[src/rtl/minbd_pkg.sv]
// Shared constants and flit type for the MinBD redirect stage.
package minbd_pkg;
   localparam int unsigned FLIT_W         = 11;
   localparam int unsigned FLIT_VALID_BIT = FLIT_W - 1;

   localparam int unsigned PORT_N = 0;
   localparam int unsigned PORT_S = 1;
   localparam int unsigned PORT_E = 2;
   localparam int unsigned PORT_W = 3;

   typedef logic [FLIT_W-1:0] flit_t;
endpackage

[src/rtl/minbd_sb_fifo.sv]
// Side-buffer FIFO: combinational head, push accepted when full only if a pop frees an entry.
module minbd_sb_fifo #(
   parameter int unsigned DEPTH = 4,
   parameter int unsigned W     = 11
) (
   input  logic                         clk,
   input  logic                         rst,
   input  logic                         push,
   input  logic [W-1:0]                 push_data,
   input  logic                         pop,
   output logic [W-1:0]                 head,
   output logic [$clog2(DEPTH+1)-1:0]   count,
   output logic                         full,
   output logic                         empty
);
   localparam int unsigned PW = (DEPTH > 1) ? $clog2(DEPTH) : 1;
   localparam int unsigned CW = $clog2(DEPTH+1);

   logic [W-1:0]  mem [DEPTH];
   logic [PW-1:0] wr_ptr;
   logic [PW-1:0] rd_ptr;
   logic          do_push;
   logic          do_pop;

   assign empty   = (count == '0);
   assign full    = (count == CW'(DEPTH));
   assign do_pop  = pop && !empty;
   assign do_push = push && (!full || do_pop);
   assign head    = mem[rd_ptr];

   always_ff @(posedge clk) begin
      if (rst) begin
         wr_ptr <= '0;
         rd_ptr <= '0;
         count  <= '0;
      end else begin
         if (do_push) wr_ptr <= wr_ptr + 1'b1;
         if (do_pop)  rd_ptr <= rd_ptr + 1'b1;
         case ({do_push, do_pop})
            2'b10:   count <= count + 1'b1;
            2'b01:   count <= count - 1'b1;
            default: count <= count;
         endcase
      end
   end

   always_ff @(posedge clk) begin
      if (do_push) mem[wr_ptr] <= push_data;
   end
endmodule

[src/rtl/minbd_redirect_sb.sv]
// MinBD redirect stage: side buffer, re-injection and starvation-forced redirect.
// Optional statistics outputs enabled by defining MINBD_REDIRECT_STATS_EN.
module minbd_redirect_sb #(
   parameter int unsigned N_PORTS      = 4,
   parameter int unsigned FLIT_W       = minbd_pkg::FLIT_W,
   parameter int unsigned SB_DEPTH     = 4,
   parameter int unsigned STARVE_LIMIT = 8
) (
   input  logic                              clk,
   input  logic                              rst,
   input  logic [N_PORTS*FLIT_W-1:0]         in_flits,
   input  logic [FLIT_W-1:0]                 buf_in_flit,
   input  logic                              buf_in_valid,
   output logic                              buf_in_ready,
   output logic [N_PORTS*FLIT_W-1:0]         out_flits,
   output logic [N_PORTS-1:0]                inject_vec,
   output logic [N_PORTS-1:0]                redirect_vec,
   output logic [$clog2(SB_DEPTH+1)-1:0]     sb_count,
   output logic                              sb_full,
   output logic                              sb_empty
`ifdef MINBD_REDIRECT_STATS_EN
   ,
   output logic [31:0]                       redirect_total,
   output logic [$clog2(STARVE_LIMIT+1)-1:0] starve_max
`endif
);
   import minbd_pkg::*;

   localparam int unsigned VB   = FLIT_W - 1;
   localparam int unsigned SC_W = $clog2(STARVE_LIMIT+1);
   localparam int unsigned RR_W = (N_PORTS > 1) ? $clog2(N_PORTS) : 1;

   logic [N_PORTS-1:0]        slot_valid;
   logic                      all_valid;
   logic [RR_W-1:0]           free_idx;
   logic                      found;
   logic [RR_W-1:0]           sel_idx;
   logic [RR_W-1:0]           rr_ptr;
   logic [SC_W-1:0]           starve_cnt;
   logic                      at_limit;
   logic                      user_push;
   logic                      do_redirect;
   logic                      do_reinject;
   logic [FLIT_W-1:0]         push_data;
   logic [FLIT_W-1:0]         head;
   logic [N_PORTS*FLIT_W-1:0] next_flits;
   logic [N_PORTS-1:0]        next_inject;
   logic [N_PORTS-1:0]        next_redirect;

   // Lowest-index invalid slot is the re-injection target.
   always_comb begin
      slot_valid = '0;
      free_idx   = '0;
      found      = 1'b0;
      for (int unsigned i = 0; i < N_PORTS; i++) begin
         slot_valid[i] = in_flits[i*FLIT_W + VB];
         if (!in_flits[i*FLIT_W + VB] && !found) begin
            free_idx = RR_W'(i);
            found    = 1'b1;
         end
      end
   end

   assign all_valid    = &slot_valid;
   assign at_limit     = (starve_cnt == SC_W'(STARVE_LIMIT));
   assign buf_in_ready = !sb_full && !at_limit;
   assign user_push    = buf_in_valid && buf_in_ready;
   assign do_redirect  = at_limit && all_valid && !sb_empty;
   assign do_reinject  = !sb_empty && !all_valid;
   assign sel_idx      = do_redirect ? rr_ptr : free_idx;

   // Redirect and upstream push never coincide: ready is low at the starvation limit.
   always_comb begin
      if (do_redirect) begin
         push_data = in_flits[rr_ptr*FLIT_W +: FLIT_W];
      end else begin
         push_data     = buf_in_flit;
         push_data[VB] = 1'b1;
      end
   end

   always_comb begin
      next_flits    = in_flits;
      next_inject   = '0;
      next_redirect = '0;
      if (do_redirect || do_reinject) begin
         next_flits[sel_idx*FLIT_W +: FLIT_W] = head;
         next_inject[sel_idx]                 = 1'b1;
      end
      if (do_redirect) next_redirect[rr_ptr] = 1'b1;
   end

   minbd_sb_fifo #(
      .DEPTH (SB_DEPTH),
      .W     (FLIT_W)
   ) u_fifo (
      .clk       (clk),
      .rst       (rst),
      .push      (user_push || do_redirect),
      .push_data (push_data),
      .pop       (do_reinject || do_redirect),
      .head      (head),
      .count     (sb_count),
      .full      (sb_full),
      .empty     (sb_empty)
   );

   always_ff @(posedge clk) begin
      if (rst) begin
         out_flits    <= '0;
         inject_vec   <= '0;
         redirect_vec <= '0;
         starve_cnt   <= '0;
         rr_ptr       <= RR_W'(PORT_N);
      end else begin
         out_flits    <= next_flits;
         inject_vec   <= next_inject;
         redirect_vec <= next_redirect;
         if (sb_empty || do_reinject || do_redirect) begin
            starve_cnt <= '0;
         end else if (!at_limit) begin
            starve_cnt <= starve_cnt + 1'b1;
         end
         if (do_redirect) begin
            rr_ptr <= (rr_ptr == RR_W'(N_PORTS-1)) ? '0 : rr_ptr + 1'b1;
         end
      end
   end

`ifdef MINBD_REDIRECT_STATS_EN
   always_ff @(posedge clk) begin
      if (rst) begin
         redirect_total <= '0;
         starve_max     <= '0;
      end else begin
         if (do_redirect) redirect_total <= redirect_total + 1'b1;
         if (starve_cnt > starve_max) starve_max <= starve_cnt;
      end
   end
`endif
endmodule
[config.mk]
export PLATFORM = sky130hd
export DESIGN_NAME = minbd_redirect_sb
export DESIGN_NICKNAME = d
export VERILOG_FILES = /design/src/rtl/minbd_pkg.sv /design/src/rtl/minbd_sb_fifo.sv /design/src/rtl/minbd_redirect_sb.sv
export SDC_FILE = /design/constraint.sdc
export NUM_CORES = 1
export LEC_CHECK = 0
export CAP_MARGIN = 25
export CORE_MARGIN = 2
export CORE_UTILIZATION = 50
export CTS_CLUSTER_SIZE = 40
export DETAILED_ROUTE_END_ITERATION = 8
export DONT_BUFFER_PORTS = 1
export PLACE_DENSITY = 0.64
export SYNTH_ARGS = -nofsm -noshare
export SYNTH_HDL_FRONTEND = slang
export SYNTH_SLANG_ARGS = --single-unit
[constraint.sdc]
create_clock -name clk -period 2.9 [get_ports clk]
set_clock_uncertainty 0.05 [all_clocks]
set_input_delay 0.58 -clock clk [delete_from_list [all_inputs] [get_ports clk]]
set_output_delay 0.58 -clock clk [all_outputs]
set_load 0.03 [all_outputs]
Word level (Yosys, flattened, before mapping):

Memories as Yosys holds them, arrays and structs flattened. A register that Yosys moved wholly into a read port is not among the register bits.
Cells that the tools add are included.

* flip-flop bits (word level): 65
* memory bits (writable): 44
* memories: 1

* add/subtract/negate cells: 7
* multipliers: 2
* magnitude comparators: 4
* eq/ne operators: 5
* shifts and indexed selects: 3
* mux-type cells: 20
* bitwise logic cells: 2
* reduce and logical (&&, ||, !) cells: 32

Memories
* u_fifo.mem: depth 4, bits a word 11, read ports 1, clocked after memory_dff 1, write ports 1, RTL line minbd_sb_fifo.sv:19 `logic [W-1:0] mem [DEPTH];`

Operators by type and width (count)
* bitwise mux 44 bit: 1
* two-way mux 44 bit: 1
* variable shift 11 x 34 -> 44 bit (first input constant): 1
* indexed part select 11 x 34 -> 44 bit: 1
* indexed part select 44 x 7 -> 11 bit: 1
* negation 6 -> 34 bit: 1
* logical AND 1 bit: 12
* multiplier 2 x 4 -> 6 bit (second input constant): 2
* two-way mux 2 bit: 6
* two-way mux 11 bit: 1
* zero test 1 bit: 9
* two-way mux 1 bit: 8
* adder 2 x 1 -> 2 bit (second input constant): 3
* less-than comparator 2 x 3 -> 1 bit (second input constant): 2
* one-hot mux 3 bit (2 select lines): 1
* OR reduction 2 bit: 3
* logical OR 1 bit: 5
* adder 4 x 1 -> 4 bit (second input constant): 1
* demux 1 bit (select 2 bit): 2
* equality test 2 bit (second input constant): 2
* equality test 4 bit (second input constant): 1
* >= comparator 2 x 1 -> 1 bit (second input constant): 2
* AND reduction 4 bit: 1
* adder 3 x 1 -> 3 bit (second input constant): 1
* 6 further kinds: 7

Depth between registers and ports, before layout:

Gate-level depths: netlist of run 1.

* depth after elaboration: 15
* mapped depth: 12
* depth with buffers taken out: 11

Cells and area by module:

Synthesis of run 1 repeated with hierarchy kept, for this count alone.

* cells, all modules: 352
* area total of the unflattened synthesis: 4788.3 um2

By module, submodules not included
* minbd_redirect_sb: instances 1, cells each 241, area each 2712.6 um2, seq. area each 1161.1 um2
* minbd_sb_fifo: instances 1, cells each 111, area each 2075.7 um2, seq. area each 1501.4 um2

Worst setup path after synthesis of run 1:

Ideal clock, no wire load.

* path kind: flip-flop to flip-flop
* start point: reg u_fifo.count[2]
* end point: reg u_fifo.count[2]
* setup time: 0.071 ns
* arrival time: 3.384 ns
* required time: 2.779 ns
* path slack: -0.605 ns
* cell stages (with the launch flop): 10
* period minus slack after synthesis: 3.505 ns
* cells stage by stage: dfxtp_1 -> nor3b_1 -> nor2_1 -> a21oi_2 -> ha_1 -> inv_1 -> fa_1 -> xor2_1 -> or3_1 -> a21oi_1

RTL lines
* start: declaration: RTL line minbd_sb_fifo.sv:12 `output logic [$clog2(DEPTH+1)-1:0] count,`
* start signal: assignment: RTL line minbd_sb_fifo.sv:40 `2'b10: count <= count + 1'b1;`
* start signal: assignment: RTL line minbd_sb_fifo.sv:41 `2'b01: count <= count - 1'b1;`
* start signal: assignment: RTL line minbd_sb_fifo.sv:42 `default: count <= count;`
* equality test 3 bit (*): RTL line minbd_sb_fifo.sv:26 `assign full = (count == CW'(DEPTH));`
* named net sb_full: RTL line minbd_redirect_sb.sv:19 `output logic sb_full,`
* zero test 1 bit (*): RTL line minbd_redirect_sb.sv:66 `assign buf_in_ready = !sb_full && !at_limit;`
* logical AND 1 bit (*): RTL line minbd_redirect_sb.sv:66
* named net buf_in_ready: RTL line minbd_redirect_sb.sv:14 `output logic buf_in_ready,`
* logical AND 1 bit (*): RTL line minbd_redirect_sb.sv:67 `assign user_push = buf_in_valid && buf_in_ready;`
* logical OR 1 bit (*): RTL line minbd_redirect_sb.sv:99 `.push (user_push || do_redirect),`
* logical AND 1 bit (*): RTL line minbd_sb_fifo.sv:28 `assign do_push = push && (!full || do_pop);`
* equality test 2 x 1 -> 1 bit or equality test 2 bit (tied branches): RTL line minbd_sb_fifo.sv:39 `case ({do_push, do_pop})`
* one-hot mux 3 bit (2 select lines) or nonzero test 2 bit (tied branches)

The timed path passes the listed nets; every way through them passes the cells marked *.
A chain may end at the register's enable or synchronous reset.

Final worst setup path of run 1:

* start point: reg starve_cnt[0]
* end point: reg out_flits[11]

* longest elaborated chain between the ends: 9

RTL lines
* start: declaration: RTL line minbd_redirect_sb.sv:39 `logic [SC_W-1:0] starve_cnt;`
* start signal: assignment: RTL line minbd_redirect_sb.sv:122 `starve_cnt <= starve_cnt + 1'b1;`
* equality test 4 bit (*): RTL line minbd_redirect_sb.sv:65 `assign at_limit = (starve_cnt == SC_W'(STARVE_LIMIT));`
* logical AND 1 bit (*) (2 in a row): RTL line minbd_redirect_sb.sv:68 `assign do_redirect = at_limit && all_valid && !sb_empty;`
* two-way mux 2 bit: RTL line minbd_redirect_sb.sv:70 `assign sel_idx = do_redirect ? rr_ptr : free_idx;`
* multiplier 2 x 4 -> 6 bit: RTL line minbd_redirect_sb.sv:87 `next_flits[sel_idx*FLIT_W +: FLIT_W] = head;`
* negation 6 -> 34 bit: RTL line minbd_redirect_sb.sv:87
* indexed part select 11 x 34 -> 44 bit or variable shift 11 x 34 -> 44 bit (tied branches): RTL line minbd_redirect_sb.sv:87
* bitwise mux 44 bit: RTL line minbd_redirect_sb.sv:87
* two-way mux 44 bit (*): RTL line minbd_redirect_sb.sv:86 `if (do_redirect || do_reinject) begin`
* end signal: assignment: RTL line minbd_redirect_sb.sv:116 `out_flits <= next_flits;`
* end: declaration: RTL line minbd_redirect_sb.sv:15 `output logic [N_PORTS*FLIT_W-1:0] out_flits,`

Mark *: on every way between the ends. The rest lies on a longest branch, timed or not.

==> results of run 1 <==
sequential cells by signal, indices dropped and copies added (netlist names), named ones only:
name,cells
out_flits,44
u_fifo.mem,44
inject_vec,4
redirect_vec,4
starve_cnt,4
u_fifo.count,3
rr_ptr,2
u_fifo.rd_ptr,2
u_fifo.wr_ptr,2
layer usage:
metal / wire, um / track usage (%) / part of all wire, % / vias to the layer above
li1: - / - / - / 1236
met1: 4350 / 28.1 / 44 / 1338
met2: 4820 / 31.4 / 48 / 97
met3: 706 / 5.90 / 7.1 / 6
met4: 55 / 6.11 / 0.55 / 2
met5: 11 / 0 / 0.11 / -
worst max-delay path by stage:
stage / slack, ns / startpoint / cells past startpoint / endpoint
6_report: 0.19 / starve_cnt[0] / 9 / out_flits[11]
5_1_grt: 0.03 / starve_cnt[0] / 10 / out_flits[31]
4_1_cts: 0.007 / starve_cnt[0] / 10 / out_flits[43]
3_5_place_dp: 0.06 / starve_cnt[0] / 10 / out_flits[43]
3_3_place_gp: 0.1 / in_flits[21] / 8 / out_flits[31]
2_1_floorplan: 0.01 / u_fifo.count[2] / 9 / out_flits[10]
timing repair:
action	4_1_cts	5_1_grt
resized for setup	0	1
setup endpoints to repair	0	12
hold buffers	0	0
buffers inserted	0	0
stage by stage:
stage / power, uW / cells
detailed placement: 3030 / 439
CTS: 3900 / 455
floorplan: 2750 / 319
finish: 3870 / 456
global route: 4070 / 456
global placement: 3000 / 438
cells in the mapped netlist, types with 2 or more instances:
library cell	count	area share (%)
a21boi_1	2	0.33
a21oi_1	8	0.88
a21oi_2	2	0.38
a22o_1	44	8.4
and2_1	8	1.1
buf_1	2	0.16
buf_2	5	0.55
clkbuf_1	7	0.58
dfxtp_1	67	29
edfxtp_1	44	29
ha_1	19	5.2
inv_1	12	0.99
mux2_1	10	2.5
mux2i_1	3	0.66
mux4_2	21	10
nand2_1	4	0.33
nand2b_1	4	0.55
nand3b_1	2	0.33
nor2_1	17	1.4
nor2b_1	4	0.55
nor4_1	3	0.41
or3_1	2	0.27
xnor2_1	3	0.58
xor2_1	3	0.58
power groups by stage:
stage	Combinational (uW)	Clock (uW)	Sequential [uW]
6_report	943	875	2050
4_1_cts	943	901	2050
3_3_place_gp	920	0	2080
2_1_floorplan	654	0	2100
3_5_place_dp	939	0	2090
5_1_grt	1030	968	2070
worst max-delay path, delay by kind of cell (launching register included):
family | cells | cell delay, ns
DFF | 1 | 0.35
and+or+nand+nor | 2 | 0.45
adders and majority gates | 2 | 0.35
AOI/OAI and AO/OA | 3 | 1.22
buffers and inverters | 2 | 0.23
cells by family (layout without fill, tap and decap cells):
group                    Yosys count  in the layout  synth area share [%]
other                              1              5                0.0822
XOR/XNOR                           6              6                  1.15
buffers and inverters             28             56                  2.69
adder cells (fa/ha/maj)           20             20                  5.65
AO/OA/AOI/OAI                     59             59                  10.5
flip-flops                       111            111                  58.3
multiplexers                      35             35                  13.7
AND/OR/NAND/NOR                   56             56                  7.84
layout make-up:
cell class	count	area, um2	share of cell area [%]
Tap cell	108	135	2.64
Clock buffer	9	124	2.42
Clock inverter	7	62.6	1.22
Inverter	12	45.0	0.879
Sequential cell	111	2670	52.0
Timing Repair Buffer	28	235	4.59
Multi-Input combinational cell	180	1850	36.2
Antenna cell	1	2.50	0.0488
==> flow_summary.yaml, run 1 <==
synthesis:
  ys_seq_elements: 111
  synth_area_per_cell_um2: 14.4
  ys_seq_area_share_pct: 58.3
  ys_types: 44
  yosys_most_used_dff: "dfxtp_1"
  syn_area_um2: 4560
  yosysWarnings: 0
  syn_inst: 316
  synth_edf_count: 44
  postSynth.asyncResetShare_pct: 0
sta:
  max_slew_margin_pct: 26.8
  setup_violations: 0
  fin_crit_sh_pct: 93.5
  fmax_mhz: 369
  final.setup.tns_ns: 0
  hold-worst-slack_ns: 0.215
  grt_setup_unrepaired: "false"
  hold_viol_final: 0
  min_period_ns: 2.71
  setup_ws_ns: 0.190
  tightest_slew_ns: 1.10
  slew_viol_final: 0
die:
  die_h_um: 99.5
  core_um2: 8810
  die_area_um2: 9910
  ios: 116
  die_w_um: 99.5
  rows: 34
  initial_utilization_pct: 51.8
layout:
  syn_to_final_growth_pct: 12.3
  nFillCells: 733
  final_nets: 420
  fin_util_pct: 58.2
  final_cell_mix: "dfxtp_1 (64), a22o_1 (44), edfxtp_1 (44), buf_4 (26), mux4_2 (21)"
  fin_area_um2: 5120
  final_common_cell: "dfxtp_1"
  drive_gt1_share_pct: 23.6
hold_path:
  worstHoldPathCells: 1
  hold_end: "u_fifo.count[2]"
  hp-class: "in2reg"
  min_from: "rst"
global_routing:
  grt.total_usage_pct: 20.4
  grt_pass1_vias: 2694
  antenna_found_initial: 2
  grt_overflow_total: 0
  grt_max_degree: 22
  grt_first_pass_wirelength_um: 15100
worst_setup_path:
  path_common_cell: "ha_1"
  slowest_delay_ns: 0.84
  cp.required_ns: 3.16
  critPathKind: "reg2reg"
  rr_endpoint: "out_flits[11]"
  cp-start-kind: "flop"
  arrival_ns: 2.97
  crit_path_max_fanout: 11
  cpMaxStageDelayCell: "a21oi_1"
  crit_chain: "inv_1 > ha_1 > nand3b_1 > nor3_4 > a32oi_4 > buf_4 > ha_1 > a21oi_1 > a22o_1"
  rr_startpoint: "starve_cnt[0]"
  r2r_cells: 9
  cp-end-kind: "flop"
  regToRegSetupSlack_ns: 0.19
power:
  peakVddDrop_mv: 0.499
  leakage_uw: 0.00190
  cellPowerDensity_nw_per_um2: 755
  p_sw_share_pct: 34.4
  clkPwrFrac_pct: 22.6
  combPwrFrac_pct: 24.4
  seq_power_share_pct: 53.0
  switching_power_uw: 1330
  intPower_uw: 2540
clock_network:
  cts_buffers: 9
  cts_tree: "built"
  htreeDepth: 3
  cts-root-buf: "clkbuf_8"
  clk_latency_ns: 0.36
  cts_sinks: 111
  clk_path_buf_depth: 2
  clk_pin_slew_ns: 0.11
run:
  drv_cap: 0
place:
  place_congestion: 0.892
  io_buffers: 0
  post_dp_cell_area_um2: 4930
  dp_slack_ns: 0.0627
  dpl.hpwl_um: 7260
detailed_routing:
  drt-vias-per-instance: 5.88
  ant_nets: 0
  routed_wl_um: 9950
  drc_errors: 0
  routedWlPerCell_um: 21.8
  vias: 2679
  first_pass_iters: 5
  initialDrtViolationCount: 111
status:
  status: "finished, final reports clean"
No activity file was read; power rests on OpenSTA's default activity.
==> run 2: changes to the inputs <==
- GPL_TIMING_DRIVEN: unset -> 0
==> run 2 against run 1 <==
Against the previous run:
- sequential power increased by 2%
- sequential cell count unchanged
- sequential share of layout area fell by 0.48 points
- clock-buffer cell count did not move
- combinational power shrank 4.7%
- utilization grew 0.65 points
- hold slack better by 0.055 ns
- design area rose by 1.1%
- fmax decreased by 8.1%
- setup slack got worse by 0.24 ns
- total power rose by 0.52%
- the run now ends with setup timing left
- highest routed layer unchanged
==> flow_summary.yaml, run 2 (synthesized netlist as in run 1, its figures left out) <==
global_routing:
  grt_first_pass_wirelength_um: 15600
  grt_overflow_total: 0
  grt.total_usage_pct: 21.0
  grt_pass1_vias: 2674
  antenna_found_initial: 1
  grt_max_degree: 22
die:
  rows: 34
  die_w_um: 99.5
  die_h_um: 99.5
  initial_utilization_pct: 51.8
  core_um2: 8810
  ios: 116
  die_area_um2: 9910
worst_setup_path:
  slowest_delay_ns: 0.56
  path_buf_inv: 2
  critPathKind: "reg2reg"
  cp-start-kind: "flop"
  crit_path_max_fanout: 6
  arrival_ns: 3.20
  cp.required_ns: 3.15
  crit_chain: "nor3_4 > nor3_4 > buf_6 > a32oi_4 > ha_4 > or3_4 > nor4_4 > buf_4 > a22o_1"
  path_common_cell: "nor3_4"
  cpMaxStageDelayCell: "nor3_4"
  cp-end-kind: "flop"
  path_delay_family: "simple AND/OR/NAND/NOR gates"
layout:
  fin_area_um2: 5180
  final_nets: 423
  diodes: 0
  syn_to_final_growth_pct: 13.5
  final_common_cell: "dfxtp_1"
  layout.cells.non_filler: 458
  final_cell_mix: "dfxtp_1 (64), a22o_1 (44), edfxtp_1 (44), mux4_2 (21), ha_1 (17)"
  top_regs: "out_flits x44, u_fifo.mem x44"
  drive_gt1_share_pct: 23.4
sta:
  fmax_mhz: 339
  tightest_slew_ns: 0.693
  setup_ws_ns: -0.0495
  grt_setup_unrepaired: "true"
  hold-worst-slack_ns: 0.270
  min_period_ns: 2.95
  max_slew_margin_pct: 53.8
  hold_viol_final: 0
  setup_violations: 20
  slew_viol_final: 0
  fin_crit_sh_pct: 102
detailed_routing:
  routed_wl_um: 10300
  vias: 2729
  drt-vias-per-instance: 5.96
  first_pass_iters: 4
  routedWlPerCell_um: 22.4
  ant_nets: 0
  initialDrtViolationCount: 159
  drc_errors: 0
power:
  intPower_uw: 2520
  peakVddDrop_mv: 0.391
  switching_power_uw: 1370
  clkPwrFrac_pct: 22.9
  seq_power_share_pct: 54.0
  combPwrFrac_pct: 23.1
  cellPowerDensity_nw_per_um2: 751
  leakage_uw: 0.00190
  power_uw: 3890
  p_sw_share_pct: 35.3
clock_network:
  clk_path_buf_depth: 2
  clk_pin_slew_ns: 0.12
  clk_latency_ns: 0.37
  cts_sinks: 111
  cts-root-buf: "clkbuf_8"
  htreeDepth: 3
  cts_buffers: 9
  ctsHoldBuffers: 0
  cts_tree: "built"
hold_path:
  hp-class: "in2reg"
place:
  dp_slack_ns: -0.435
  io_buffers: 0
  post_dp_cell_area_um2: 4830
  dpl.hpwl_um: 7500
  dp_cells: 431
  place_congestion: 0.890
run:
  drv_cap: 0
status:
  status: "finished, violations left"
  violations: "setup timing"
run 2: changes by cell type in the layout (fill, tap and decap cells not counted), sizes merged:
cell / previous run / this run
clkbuf: 9 / 17
buf: 28 / 22
diode: 1 / 0
nor3: 3 / 4
run 2: area by class of cell:
type                    instances  area [um2]
well taps                     108         135
fillers                       717        3620
inverters                      12        45.0
clock inverters                 7        72.6
clock buffers                   9         124
plain buffers                  16         103
multi-input cells             181        1910
repair buffers                 14         124
flip-flops and latches        111        2670
run 2: routing by layer:
| layer | vias to the layer above | GRT usage (%) | share of wire [%] |
|---|---|---|---|
| met5 | - | 0 | 0.11 |
| met4 | 2 | 5.69 | 0.87 |
| met3 | 11 | 6.32 | 8.5 |
| met2 | 120 | 33.9 | 49 |
| met1 | 1341 | 27.8 | 41 |
| li1 | 1255 | - | - |
run 2: path summary, 6_finish.rpt:
kind / startpoint / to / slack, ns / cells after the start
setup reg to reg: u_fifo.count[1] / out_flits[10] / -0.05 / 9
hold reg to reg: starve_cnt[0] / starve_cnt[0] / 0.44 / 1
hold / removal: in_flits[8] / out_flits[8] / 0.27 / 1
setup / recovery: u_fifo.count[1] / out_flits[10] / -0.05 / 9
run 2: what timing repair did:
action	CTS	global route
hold endpoints to repair	0	0
gates resized for setup	14	8
setup endpoints to repair	45	38
cloned	2	2
pin swaps	17	6
setup buffers	5	2
run 2: metrics by stage:
stage               setup TNS, ns  util [%]
floorplan                       0         -
CTS                        -0.605      58.4
global placement           -18.20      54.3
finish                     -0.434      58.8
global route                -2.51      58.8
detailed placement         -15.21      54.8
run 2: power by group through the flow:
stage / registers (uW) / logic (uW) / clock network, uW
after floorplan: 2100 / 654 / 0
after global placement: 2120 / 810 / 0
after detailed placement: 2120 / 850 / 0
after CTS: 2100 / 888 / 907
after global routing: 2120 / 979 / 973
final: 2100 / 899 / 891
